File: src/rtl/fifo_pkg.sv
// Shared definitions for the 8-bit FIFO write-side framer.
// Holds the frame state encoding, the default start-of-frame byte and the byte width.
package fifo_pkg;

  localparam int         BYTE_W      = 8;
  localparam logic [7:0] SOF_DEFAULT = 8'h7E;

  typedef enum logic [1:0] {
    IDLE = 2'd0,
    HDR  = 2'd1,
    DATA = 2'd2,
    CHK  = 2'd3
  } frame_state_t;

endpackage

File: src/rtl/fifo_byte_framer.sv
// fifo_byte_framer: splits multi-byte input words into framed bytes written to
// the async FIFO write port. Each frame starts with SOF_BYTE and ends after the
// payload of the word flagged in_last.
// Optional feature macro: FRAME_CHECKSUM_EN appends an XOR checksum byte
// (state CHK) after the last payload byte of every frame.
module fifo_byte_framer
  import fifo_pkg::*;
#(
  parameter int         WORD_BYTES = 4,
  parameter logic [7:0] SOF_BYTE   = SOF_DEFAULT,
  parameter int         COUNT_W    = 16
) (
  input  logic                          write_clk,
  input  logic                          reset,
  input  logic                          in_valid,
  output logic                          in_ready,
  input  logic [8*WORD_BYTES-1:0]       in_data,
  input  logic [$clog2(WORD_BYTES):0]   in_keep,
  input  logic                          in_last,
  input  logic                          fifo_full,
  output logic                          fifo_write_en,
  output logic [7:0]                    fifo_data,
  output logic                          busy,
  output logic [COUNT_W-1:0]            frame_count
);

  localparam int KEEP_W = $clog2(WORD_BYTES) + 1;
  localparam int IDX_W  = $clog2(WORD_BYTES);

  frame_state_t                  state_r;
  frame_state_t                  state_n_s;
  logic                          in_frame_r;
  logic [8*WORD_BYTES-1:0]       hold_data_r;
  logic [IDX_W-1:0]              last_idx_r;
  logic                          hold_last_r;
  logic [IDX_W-1:0]              index_r;
  logic [COUNT_W-1:0]            frame_count_r;
  logic [IDX_W-1:0]              keep_idx_s;
  logic                          accept_s;
  logic                          write_s;
  logic [7:0]                    data_s;
  logic                          byte_last_s;
  logic                          frame_done_s;
  logic [7:0]                    cur_byte_s;
`ifdef FRAME_CHECKSUM_EN
  logic [7:0]                    checksum_r;
`endif

  assign accept_s    = in_valid && (state_r == IDLE);
  assign byte_last_s = (index_r == last_idx_r);
  assign cur_byte_s  = hold_data_r[int'(index_r) * BYTE_W +: BYTE_W];

  // Normalise the byte count: 0 or an over-range value means a full word.
  always_comb begin
    keep_idx_s = IDX_W'(WORD_BYTES - 1);
    if ((in_keep == {KEEP_W{1'b0}}) || (in_keep > KEEP_W'(WORD_BYTES))) begin
      keep_idx_s = IDX_W'(WORD_BYTES - 1);
    end else begin
      keep_idx_s = IDX_W'(in_keep - KEEP_W'(1));
    end
  end

  // Next-state and FIFO write-port decode; writes are gated by fifo_full.
  always_comb begin
    state_n_s = state_r;
    write_s   = 1'b0;
    data_s    = 8'h00;
    case (state_r)
      IDLE: begin
        if (accept_s) begin
          state_n_s = in_frame_r ? DATA : HDR;
        end else begin
          state_n_s = IDLE;
        end
      end
      HDR: begin
        write_s = !fifo_full;
        data_s  = SOF_BYTE;
        if (write_s) begin
          state_n_s = DATA;
        end else begin
          state_n_s = HDR;
        end
      end
      DATA: begin
        write_s = !fifo_full;
        data_s  = cur_byte_s;
        if (write_s && byte_last_s) begin
`ifdef FRAME_CHECKSUM_EN
          state_n_s = hold_last_r ? CHK : IDLE;
`else
          state_n_s = IDLE;
`endif
        end else begin
          state_n_s = DATA;
        end
      end
      CHK: begin
`ifdef FRAME_CHECKSUM_EN
        write_s = !fifo_full;
        data_s  = checksum_r;
        if (write_s) begin
          state_n_s = IDLE;
        end else begin
          state_n_s = CHK;
        end
`else
        state_n_s = IDLE;
`endif
      end
      default: begin
        state_n_s = IDLE;
      end
    endcase
  end

`ifdef FRAME_CHECKSUM_EN
  assign frame_done_s = (state_r == CHK) && write_s;
`else
  assign frame_done_s = (state_r == DATA) && write_s && byte_last_s && hold_last_r;
`endif

  assign in_ready      = (state_r == IDLE);
  assign fifo_write_en = write_s;
  assign fifo_data     = data_s;
  assign busy          = (state_r != IDLE) || in_frame_r;
  assign frame_count   = frame_count_r;

  // Frame state register.
  always_ff @(posedge write_clk or negedge reset) begin
    if (!reset) begin
      state_r <= IDLE;
    end else begin
      state_r <= state_n_s;
    end
  end

  // Word capture, byte index, frame flag and completed-frame counter.
  always_ff @(posedge write_clk or negedge reset) begin
    if (!reset) begin
      hold_data_r   <= {(8*WORD_BYTES){1'b0}};
      last_idx_r    <= {IDX_W{1'b0}};
      hold_last_r   <= 1'b0;
      index_r       <= {IDX_W{1'b0}};
      in_frame_r    <= 1'b0;
      frame_count_r <= {COUNT_W{1'b0}};
    end else begin
      if (accept_s) begin
        hold_data_r <= in_data;
        last_idx_r  <= keep_idx_s;
        hold_last_r <= in_last;
        index_r     <= {IDX_W{1'b0}};
        in_frame_r  <= 1'b1;
      end else if ((state_r == DATA) && write_s && !byte_last_s) begin
        index_r <= index_r + IDX_W'(1);
      end
      if (frame_done_s) begin
        in_frame_r    <= 1'b0;
        frame_count_r <= frame_count_r + COUNT_W'(1);
      end
    end
  end

`ifdef FRAME_CHECKSUM_EN
  // Running XOR of written payload bytes, restarted by each SOF write.
  always_ff @(posedge write_clk or negedge reset) begin
    if (!reset) begin
      checksum_r <= 8'h00;
    end else if ((state_r == HDR) && write_s) begin
      checksum_r <= 8'h00;
    end else if ((state_r == DATA) && write_s) begin
      checksum_r <= checksum_r ^ cur_byte_s;
    end
  end
`endif

endmodule

File: config.mk
export PLATFORM = sky130hd
export DESIGN_NAME = fifo_byte_framer
export DESIGN_NICKNAME = d
export VERILOG_FILES = /design/src/rtl/fifo_pkg.sv /design/src/rtl/fifo_byte_framer.sv
export SDC_FILE = /design/constraint.sdc
export NUM_CORES = 1
export LEC_CHECK = 0
export CAP_MARGIN = 15
export CORE_MARGIN = 2
export CORE_UTILIZATION = 49
export CTS_CLUSTER_DIAMETER = 60
export DETAILED_ROUTE_END_ITERATION = 12
export HOLD_SLACK_MARGIN = 0.12
export PLACE_DENSITY = 0.8
export SYNTH_ARGS = -nofsm -noshare
export SYNTH_HDL_FRONTEND = slang
export SYNTH_SLANG_ARGS = --single-unit
File: constraint.sdc
create_clock -name write_clk -period 2.1 [get_ports write_clk]
set_clock_uncertainty 0.1 [all_clocks]
set_input_delay 0.42 -clock write_clk [delete_from_list [all_inputs] [get_ports write_clk]]
set_output_delay 0.42 -clock write_clk [all_outputs]
set_load 0.1 [all_outputs]
==> impl_metrics.yaml <==
status:
  status: "finished with violations"
  violations: "negative setup slack"
synthesis:
  yosysUniqueCellTypes: 31
  ys.flop_type: "dfrtp_1"
  syn_avg_cell_area_um2: 13.1
  synth_nets: 252
  synth_warnings: 0
  synthCells: 206
  synthArstFlopShare_pct: 100
  synth_edf_count: 0
  netlist_area_um2: 2710
  synth-seq-area-share_pct: 51.8
  yosys_register_bits: 56
critical_path:
  startpoint_type: "flip-flop"
  cp_cell_sequence: "buf_6 -> mux4_2 -> a21oi_4 -> nor2b_4 -> buf_12"
  reg2reg_to: "frame_count[4]$_DFFE_PN0P_"
  ff2ff_path_depth: 6
  slowest_stage: "mux4_2"
  r2r_start: "index_r[0]$_DFFE_PN0P_"
  critical_path_class: "reg2out"
  critPathMaxStageDelay_ns: 0.54
  worstSetupEndpointType: "output pin"
  crit_required_ns: 1.58
  rrSetupSlack_ns: 0.12
  arrival_ns: 1.78
  cp_max_fo: 5
detailed_routing:
  drtIter0Drc: 102
  wl_per_cell_um: 15.9
  wirelength_mm: 5.56
  ant_nets: 0
  drc: 0
  num_vias: 1808
  dr.pass1.iters: 4
  viasPerCell: 5.18
clock_tree:
  clkLatencyLatePin_ns: 0.30
  clk_pin_slew_ns: 0.10
  clockBufferDepth: 2
  cts_tree: "yes"
  cts.sinks: 56
  cts_buffers: 5
  post_cts_buffers: 0
  cts-htree-levels: 2
  root_buffer: "clkbuf_8"
sta:
  rsz0062_at_grt: "true"
  hold_violations: 0
  setup_slack_ns: -0.203
  worst_pin_slew_ns: 0.543
  final_max_slew_viol_count: 0
  fin_crit_ns: 2.30
  worst_hold_slack_ns: 0.383
  tns_ns: -1.25
  finalCritPeriodShare_pct: 110
  relSlewSlack_pct: 63.8
  clock.fmax_ghz: 0.434
  setup_viol: 9
power:
  vdd.ir_drop.worst_mv: 0.702
  power_w: 0.00435
  power_density_nw_per_um2: 1130
  leakage_nw: 1.59
placed_design:
  dpl.hpwl_mm: 3.96
  gp_congestion: 0.799
  io_buffer_count: 66
final_layout:
  layout_common_cells: "dfrtp_1, clkdlybuf4s50_1, mux2_2, buf_12"
  fin_nets: 323
  n_antenna_cell: 0
  final_common_cell: "dfrtp_1"
  area_growth_pct: 43.1
  fillCellCount: 359
  multi_input_area_um2: 1330
  drive_gt1_share_pct: 41.2
  regArea_um2: 1410
floorplan:
  die_w_um: 78.3
  core_area_um2: 5410
  die_y_um: 78.3
  rows: 27
  start_util_pct: 50.0
  die-area_um2: 6130
  num_io_pins: 67
global_route:
  grt_pass1_wl_mm: 9.58
  grt_overflow: 0
  track_usage_pct: 20.2
  antenna_found_initial: 0
  first_global_vias: 1887
  grt_max_degree: 57
min_path:
  worstHoldStart: "frame_count[15]$_DFFE_PN0P_"
  min_to: "frame_count[15]$_DFFE_PN0P_"
  hold_depth: 1
  hold_class: "reg2reg"
run:
  cap_violations: 0
## synth_stat cells, types with 2 or more instances
cell type  number  area share [%]
a21oi_1         7             1.3
and2_1          2            0.46
and3_1          6             1.4
buf_2           5            0.92
clkbuf_1        4            0.55
dfrtp_1        56              52
ha_1            6             2.8
inv_1           6            0.83
mux2_2         34              14
mux4_2          8             6.7
nand2_1         5            0.69
nand3_1         6             1.1
nand4_1         9             2.1
nor2_1          8             1.1
nor2b_1         8             1.9
o21ai_0         5            0.92
xnor2_1        13             4.2
xor2_1          5             1.6
## metal layers
metal	GRT usage [%]	vias to the layer above	routed length, um
met5	0	-	0
met4	4.74	0	39
met3	4.25	5	211
met2	32.2	34	2850
met1	28.8	895	2460
li1	-	874	-
## what timing repair did
item,in CTS,in global routing
hold endpoints to repair,56,0
hold buffers,1,0
setup endpoints to repair,9,19
pin swaps,8,0
gates resized for setup,12,3
## worst max-delay path by stage
| stage | to | slack [ns] | startpoint |
|---|---|---|---|
| finish | fifo_data[4] | -0.20 | index_r[0]$_DFFE_PN0P_ |
| global placement | fifo_data[3] | 0.03 | index_r[1]$_DFFE_PN0P_ |
| floorplan | hold_data_r[14]$_DFFE_PN0P_ | -0.13 | state_r[0]$_DFF_PN0_ |
| global route | fifo_data[4] | -0.28 | index_r[0]$_DFFE_PN0P_ |
| detailed placement | frame_count[4]$_DFFE_PN0P_ | -0.05 | fifo_full |
| CTS | fifo_data[4] | -0.21 | index_r[0]$_DFFE_PN0P_ |
## cells by family after synthesis
| kind of cell | synth area share (%) |
|---|---|
| buf+inv | 3.01 |
| fa+ha+maj | 2.78 |
| mux | 20.8 |
| xor+xnor | 7.45 |
| flops | 51.8 |
| compound gates | 3.05 |
| simple gates | 11.1 |
## sequential cells by signal (all words and copies together), names as in the netlist
register,flops
in_frame_r,1
hold_data_r,32
state_r,2
frame_count,16
hold_last_r,1
last_idx_r,2
index_r,2
## critical path, delay by kind of cell, from the launching register on
family | cells | cell delay, ns
AND/OR/NAND/NOR | 1 | 0.06
multiplexers | 1 | 0.54
flip-flops | 1 | 0.39
buffers and inverters | 2 | 0.31
AO/OA/AOI/OAI | 1 | 0.17
## power by group
part	internal, W	leakage, nW	switching, W
registers	0.00140	0.682	0.000202
logic	0.00102	0.853	0.00106
clock network	0.000350	0.0513	0.000319
total	0.00277	1.59	0.00158
## metrics by stage
stage	worst slack (ns)	instance area [um^2]	instances	util (%)
floorplan	-0.128	2770	206	-
global placement	0.0324	3700	341	68.5
detailed placement	-0.0454	3700	341	68.5
CTS	-0.208	3860	349	71.4
global route	-0.278	3870	349	71.6
finish	-0.203	3870	349	71.6
## area by class of cell
cell class / count / share of cell area [%]
repair buffers: 75 / 23.7
clock buffers: 6 / 1.88
well taps: 72 / 2.33
multi-input cells: 133 / 34.4
clock inverters: 1 / 0.776
flip-flops and latches: 56 / 36.4
inverters: 6 / 0.582
Power figures use the tool's default switching activity.
